--- src/rtl/user_clk_pkg.sv ---
// Shared types and defaults for the user clock-switch controller.
package user_clk_pkg;

  typedef enum logic [1:0] {
    ST_IDLE   = 2'd0,
    ST_CHECK  = 2'd1,
    ST_SETTLE = 2'd2
  } state_e;

  localparam logic SEL_IN1 = 1'b0;
  localparam logic SEL_IN2 = 1'b1;

  localparam int DEF_HB_TIMEOUT    = 64;
  localparam int DEF_SETTLE_CYCLES = 16;

endpackage

--- src/rtl/user_clk_hb_mon.sv ---
// Heartbeat monitor: synchronizes a toggle from a foreign clock domain and
// declares the source alive while toggles keep arriving within HB_TIMEOUT cycles.
module user_clk_hb_mon
  import user_clk_pkg::*;
#(
  parameter int HB_TIMEOUT = DEF_HB_TIMEOUT
) (
  input  logic i_aclk,
  input  logic i_areset,
  input  logic i_hb,
  output logic o_alive
);

  localparam int             CW      = $clog2(HB_TIMEOUT + 1);
  localparam logic [CW-1:0]  CNT_MAX = CW'(HB_TIMEOUT);

  logic [1:0]    r_sync;
  logic          r_prev;
  logic [CW-1:0] r_cnt;
  logic          r_alive;
  logic          w_toggle;

  assign w_toggle = r_sync[1] ^ r_prev;
  assign o_alive  = r_alive;

  // Counter starts saturated so a source is only trusted after a real edge.
  always_ff @(posedge i_aclk or posedge i_areset) begin
    if (i_areset) begin
      r_sync  <= '0;
      r_prev  <= 1'b0;
      r_cnt   <= CNT_MAX;
      r_alive <= 1'b0;
    end else begin
      r_sync  <= {r_sync[0], i_hb};
      r_prev  <= r_sync[1];
      if (w_toggle)             r_cnt <= '0;
      else if (r_cnt != CNT_MAX) r_cnt <= r_cnt + CW'(1);
      r_alive <= (r_cnt < CNT_MAX);
    end
  end

endmodule

--- src/rtl/user_clk_switch_ctrl.sv ---
// Sequences the BUFGMUX select from the always-on control clock: liveness
// check, select change, settle wait, plus optional automatic failover.
module user_clk_switch_ctrl
  import user_clk_pkg::*;
#(
  parameter logic RESET_SEL     = SEL_IN1,
  parameter int   HB_TIMEOUT    = DEF_HB_TIMEOUT,
  parameter int   SETTLE_CYCLES = DEF_SETTLE_CYCLES,
  parameter bit   AUTO_FAILOVER = 1'b1
) (
  input  logic aclk,
  input  logic areset,
  input  logic hb_in1,
  input  logic hb_in2,
  input  logic req_valid,
  input  logic req_sel,
  output logic req_ready,
  output logic selection,
  output logic active_sel,
  output logic busy,
  output logic sw_done,
  output logic sw_err,
  output logic alive1,
  output logic alive2
);

  localparam int            SW        = (SETTLE_CYCLES > 1) ? $clog2(SETTLE_CYCLES) : 1;
  localparam logic [SW-1:0] SCNT_LOAD = SW'(SETTLE_CYCLES - 1);

  state_e        r_state, w_next;
  logic          r_sel, r_active, r_tgt, r_done, r_err;
  logic [SW-1:0] r_scnt;

  logic w_alive_act, w_alive_oth, w_alive_tgt;
  logic w_failover, w_accept, w_start, w_done_nxt, w_err_nxt;

  user_clk_hb_mon #(.HB_TIMEOUT(HB_TIMEOUT)) u_mon1 (
    .i_aclk(aclk), .i_areset(areset), .i_hb(hb_in1), .o_alive(alive1)
  );
  user_clk_hb_mon #(.HB_TIMEOUT(HB_TIMEOUT)) u_mon2 (
    .i_aclk(aclk), .i_areset(areset), .i_hb(hb_in2), .o_alive(alive2)
  );

  assign w_alive_act = r_active ? alive2 : alive1;
  assign w_alive_oth = r_active ? alive1 : alive2;
  assign w_alive_tgt = r_tgt    ? alive2 : alive1;

  // Outputs and decode, all from registered state and liveness.
  always_comb begin
    w_failover = AUTO_FAILOVER && !w_alive_act && w_alive_oth;
    req_ready  = (r_state == ST_IDLE) && !w_failover;
    w_accept   = req_valid && req_ready;
    w_start    = (r_state == ST_IDLE) && (w_failover || (w_accept && (req_sel != r_active)));
    w_done_nxt = (w_accept && (req_sel == r_active)) ||
                 ((r_state == ST_SETTLE) && (r_scnt == '0));
    w_err_nxt  = (r_state == ST_CHECK) && !w_alive_tgt;
    busy       = (r_state != ST_IDLE);
    selection  = r_sel;
    active_sel = r_active;
    sw_done    = r_done;
    sw_err     = r_err;
  end

  always_comb begin
    w_next = r_state;
    case (r_state)
      ST_IDLE:   if (w_start) w_next = ST_CHECK;
      ST_CHECK:  w_next = w_alive_tgt ? ST_SETTLE : ST_IDLE;
      ST_SETTLE: if (r_scnt == '0) w_next = ST_IDLE;
      default:   w_next = ST_IDLE;
    endcase
  end

  always_ff @(posedge aclk or posedge areset) begin
    if (areset) begin
      r_state  <= ST_IDLE;
      r_sel    <= RESET_SEL;
      r_active <= RESET_SEL;
      r_tgt    <= RESET_SEL;
      r_done   <= 1'b0;
      r_err    <= 1'b0;
      r_scnt   <= '0;
    end else begin
      r_state <= w_next;
      r_done  <= w_done_nxt;
      r_err   <= w_err_nxt;
      if (r_state == ST_IDLE)
        r_tgt <= w_failover ? !r_active : req_sel;
      if ((r_state == ST_CHECK) && w_alive_tgt) begin
        r_sel  <= r_tgt;
        r_scnt <= SCNT_LOAD;
      end
      // Liveness is deliberately not sampled while settling.
      if (r_state == ST_SETTLE) begin
        if (r_scnt == '0) r_active <= r_sel;
        else              r_scnt   <= r_scnt - SW'(1);
      end
    end
  end

endmodule

--- config.mk ---
export PLATFORM = sky130hd
export DESIGN_NAME = user_clk_switch_ctrl
export DESIGN_NICKNAME = d
export VERILOG_FILES = /design/src/rtl/user_clk_pkg.sv /design/src/rtl/user_clk_hb_mon.sv /design/src/rtl/user_clk_switch_ctrl.sv
export SDC_FILE = /design/constraint.sdc
export NUM_CORES = 1
export LEC_CHECK = 0
export ABC_AREA = 1
export CAP_MARGIN = 20
export CORE_UTILIZATION = 38
export DETAILED_ROUTE_END_ITERATION = 16
export SYNTH_ARGS = -nofsm -noshare
export SYNTH_HDL_FRONTEND = slang
export SYNTH_SLANG_ARGS = --single-unit
--- constraint.sdc ---
create_clock -name aclk -period 1.17 [get_ports aclk]
set_input_delay 0.234 -clock aclk [delete_from_list [all_inputs] [get_ports aclk]]
set_output_delay 0.234 -clock aclk [all_outputs]
set_load 0.05 [all_outputs]
---- After elaboration in Yosys (flattened, before gate mapping) ----
Cells that the tools add are included.
storage, ports and cells
  output and inout bits ................... 8
  register bits ........................... 33
  input bits .............................. 6
operators by class
  mux-type cells .......................... 15
  equal/unequal tests ..................... 8
  add/subtract/negate cells ............... 3
  order comparisons ....................... 2
  bitwise logic cells ..................... 2
  reduce and logical (&&, ||, !) cells .... 22
operators with widths
  kind                                                                     count
  7-bit 2-to-1 mux                                                         4
  7-bit by 1-bit adder with 7-bit output, second input constant            2
  7-bit < comparator, second input constant                                2
  7-bit inequality test, second input constant                             2
  4-bit 2-to-1 mux                                                         3
  1-bit logical AND                                                        9
  2-bit 2-to-1 mux                                                         3
  2-bit case mux with 3 select lines                                       1
  2-bit nonzero test                                                       3
  1-bit zero test                                                          4
  4-bit zero test                                                          1
  1-bit 2-to-1 mux                                                         4
  2-bit AND reduction                                                      2
  4-bit by 1-bit subtractor with 4-bit output, second input constant       1
  2-bit by 1-bit == test with 1-bit output, second input constant          1
  2-bit == test, second input constant                                     1
  2-bit zero test                                                          1
  1-bit logical OR                                                         2
  2-bit by 1-bit inequality test with 1-bit output, second input constant  1
  2-bit inequality test, second input constant                             1
  1-bit bitwise XOR                                                        2
  1-bit == test                                                            1
  1-bit inequality test                                                    1

---- Depth between registers and ports, before layout ----
Gate-level depths: netlist of run 1.
  depth in word-level cells ............... 11
  mapped depth ............................ 9

---- By module ----
A second synthesis of run 1 with hierarchy kept.
unflattened totals
  cells, all modules ...................... 189
  area total of the unflattened synthesis .. 1,627.8 um2
by module, submodules not included
  module                cells each  times used  area each (um2)
  user_clk_hb_mon       56          2           516.7
  user_clk_switch_ctrl  77          1           594.3

---- Worst setup path before layout of run 1 ----
No wires, ideal clock.
  path type ............................... flip-flop to output port
  from .................................... reg r_active (netlist: active_sel)
  to ...................................... out req_ready
  arrival time ............................ 1.420 ns
  stages on the path, launching flop included .. 7
  slack ................................... -0.484 ns
  required time ........................... 0.936 ns
  path through ............................ dfrtp_1 > inv_1 > nand2_1 > inv_1 > o21ai_2 > nand2_1 > inv_1
on the way
  longest elaborated chain between the ends .. 5
  elaborated cells between the ends (all ways) .. 6
  those cells by class .................... 2 x mux; 4 x reduce/logical
ends and longest elaborated chain
  what                    line                        text
  from (decl)             user_clk_switch_ctrl.sv:31  logic r_sel, r_active, r_tgt, r_done, r_err;
  from (signal assigned)  user_clk_switch_ctrl.sv:95  if (r_scnt == '0) r_active <= r_sel;
  1-bit 2-to-1 mux        user_clk_switch_ctrl.sv:44  assign w_alive_act = r_active ? alive2 : alive1;
  1-bit zero test         user_clk_switch_ctrl.sv:50  w_failover = AUTO_FAILOVER && !w_alive_act && w_alive_oth;
  1-bit logical AND (*)   user_clk_switch_ctrl.sv:50
  1-bit zero test (*)     user_clk_switch_ctrl.sv:51  req_ready = (r_state == ST_IDLE) && !w_failover;
  1-bit logical AND (*)   user_clk_switch_ctrl.sv:51
  to (decl)               user_clk_switch_ctrl.sv:17  output logic req_ready,
Every way passes the cells marked *; elsewhere a longest branch is shown, timed or not.

---- Worst setup path after layout of run 1 ----
Same ends and word-level chain as after synthesis.

==> impl_metrics.toml, run 1 <==
[synth]
synth_warnings = 0
synthCells = 175
synth_cell_types = 22
synth_area_sq_um = 1548
syn_nets = 186
ys_seq_elements = 33
ys_seq_area_share_pct = 53.52
synth.avg_cell_area_sq_um = 8.844

[global_routing]
grt_antenna_before_repair = 0
grt_pass1_wl_um = 5678
grt_use_total_pct = 17.49
grt_max_degree = 34
grt_pass1_vias = 1344
grt.overflow.total = 0

[clocking]
cts_tree = "built"
insertion_delay_ns = 0.29
cts_max_level = 2
clockRootBuffer = "clkbuf_8"
cts_made_buffers = 5
cts.path.max_buffers = 2
cts.sinks = 33
path_clk_slew_ns = 0.07

[worst_setup_path]
cp_cell_sequence = "inv_2 -> nand2_2 -> inv_2 -> o21ai_2 -> nand2_2 -> clkinvlp_4 -> buf_12"
critPathRequiredTime_ns = 0.94
cp_max_fo = 3
cpPeakStageDelay_ns = 0.41
r2r_end = "r_scnt[2]"
r2r_start = "r_state[0]"
rrSetupSlack_ns = -0.13
critPathCaptureType = "output port"
worst-setup-path-type = "register to output port"
slowest_stage = "dfrtp_2"
critPathLaunchType = "register"
crit_arrival_ns = 1.29
reg2reg_depth = 7

[floorplan]
core_area_sq_um = 3771
placementRows = 22
die_y_um = 65.82
ioPinCount = 14
dieArea_sq_um = 4332
initial_utilization_pct = 41.04
die_width_um = 65.82

[sta]
setup_viol = 15
hold_ws_ns = 0.2927
max_freq_mhz = 656.7
max_slew.worst_pin.slew_ns = 0.3581
layout_min_cycle_time_ns = 1.523
rsz0062_at_grt = "true"
setup_ws_ns = -0.3528
report.final.slew_viol_count = 0
period_share_pct = 130.2
finalHoldViolCount = 0
finClkSkew_ns = 0.01001
slew_headroom_pct = 76.12

[place]
pre_cts_ws_ns = -0.07374
globalplace.congestion = 0.7651
postPlaceCellArea_sq_um = 1926
port_buffers = 13
place_inst = 249
post-dp-hpwl_um = 2097

[cells_and_area]
fin_cells = 277
design_area_sq_um = 2442
drive_above_1_share_pct = 51.97
final_nets = 239
syn2layout_area_growth_pct = 57.80
final_util_pct = 64.76
diodes = 0

[min_path]
hold_path.class = "input port to async pin"

[routing]
drt-initial-drc-count = 73
avgRoutedWirePerCell_um = 12.57
drt_wl_total_um = 3482
vias_per_cell = 4.921
drc_errors = 0
vias = 1363
firstDrtPassIters = 4
final_antenna_net_count = 0

[status]
status = "complete, but fails checks"
failed_checks = "setup timing"

[power_and_ir_drop]
ir_drop_mv = 0.8143
p_leak_uw = 0.001082
powerDensity_nw_per_um2 = 1880

[job]
max-cap-violations = 0
[placed cells by master (no fill, tap or decap), types with 5 or more instances in the layout]
master           instances
buf_4                   29
buf_12                   8
clkbuf_8                 5
inv_1                   11
o21ai_1                  7
nand2_2                 10
o21ai_2                  5
inv_2                   12
nor2_1                  16
nand3_1                  7
nand2_1                 24
nand2_4                  6
a21oi_1                  7
nor2_4                   6
dfrtp_1                 27
clkdlybuf4s50_1          5
[critical path: cells and delay by family (launching register included)]
family | cells | cell delay [ns]
flops | 1 | 0.41
buf+inv | 4 | 0.39
simple gates | 2 | 0.15
compound gates | 1 | 0.06
[final cells by class]
cell class | instances | area [sq um]
Tap cell | 48 | 60.06
Fill cell | 287 | 1329
Sequential cell | 33 | 833.3
Timing Repair Buffer | 46 | 476.7
Clock buffer | 6 | 72.57
Clock inverter | 2 | 10.01
Inverter | 25 | 101.3
Multi-Input combinational cell | 117 | 888.4
[worst max-delay path by stage]
stage / from / to / slack (ns) / depth (start not counted)
floorplan: active_sel / req_ready / -0.20 / 5
global placement: active_sel / req_ready / -0.04 / 7
detailed placement: r_scnt[0] / r_scnt[1] / -0.07 / 9
CTS: u_mon2.o_alive / req_ready / -0.35 / 6
global route: active_sel / req_ready / -0.45 / 7
finish: active_sel / req_ready / -0.35 / 7
[cells in the mapped netlist]
library cell,instances,share of area (%)
dfrtp_1,31,50
and3_2,1,0.49
or2_2,1,0.40
ha_1,5,4.0
nor2_1,24,5.8
inv_2,1,0.24
nand2_1,34,8.2
nand2b_1,1,0.40
nor3_1,3,0.97
o21bai_1,1,0.49
o21ai_0,11,3.6
o21ai_2,1,0.57
nand3_1,12,3.9
xnor2_4,2,3.6
a21oi_1,10,3.2
o21ai_1,1,0.32
nor3b_1,1,0.49
inv_1,24,5.8
xnor2_1,2,1.1
nand2_2,6,2.4
dfstp_2,2,3.4
nor2_2,1,0.40
[power breakdown]
part | internal, uW | switching [uW]
combinational | 1090 | 1160
clock | 412 | 412
sequential | 1330 | 187
[sequential cells by signal, indices dropped and copies added, names as in the netlist]
| name | flops |
|---|---|
| r_scnt | 4 |
| selection | 1 |
| sw_err | 1 |
| u_mon2.r_prev | 1 |
| u_mon2.o_alive | 1 |
| r_state | 2 |
| u_mon1.o_alive | 1 |
| u_mon1.r_prev | 1 |
| u_mon2.r_sync | 2 |
| u_mon2.r_cnt | 7 |
| active_sel | 1 |
| u_mon1.r_sync | 2 |
| r_tgt | 1 |
| sw_done | 1 |
| u_mon1.r_cnt | 7 |
[stage by stage]
step,power [uW],setup TNS [ns]
2_1_floorplan,2341,-0.2026
3_3_place_gp,2920,-0.05840
3_5_place_dp,2965,-0.2522
4_1_cts,4178,-1.158
5_1_grt,4875,-2.627
6_report,4592,-1.371
[logic make-up (layout without fill, tap and decap cells)]
| logic type | Yosys count | after routing | synth area share, % |
|---|---|---|---|
| AOI/OAI and AO/OA | 24 | 24 | 8.165 |
| DFF | 33 | 33 | 53.52 |
| xor gates and xnor gates | 4 | 4 | 4.689 |
| adders and majority gates | 5 | 5 | 4.042 |
| and+or+nand+nor | 84 | 84 | 23.53 |
| buffers and inverters | 25 | 79 | 6.063 |
[layer usage]
layer	vias to the layer above	routed length [um]	GRT usage [%]
met2	30	1848	28.57
met5	-	0	0
met1	672	1448	20.67
li1	656	-	-
met4	0	27	6.793
met3	5	157	6.552
[repair_timing]
item / CTS / global route
buffers inserted: 10 / 12
hold buffers: 0 / 0
cloned: 0 / 0
resized for setup: 32 / 53
pin swaps: 8 / 20
setup endpoints to repair: 17 / 25
Note: power is estimated with default switching activity, not from simulation.
==> inputs of run 2 (changes only) <==
- CTS_CLUSTER_DIAMETER: unset -> 60
==> results of run 2 <==
Final layout, timing and power as in run 1 (identical DEF).
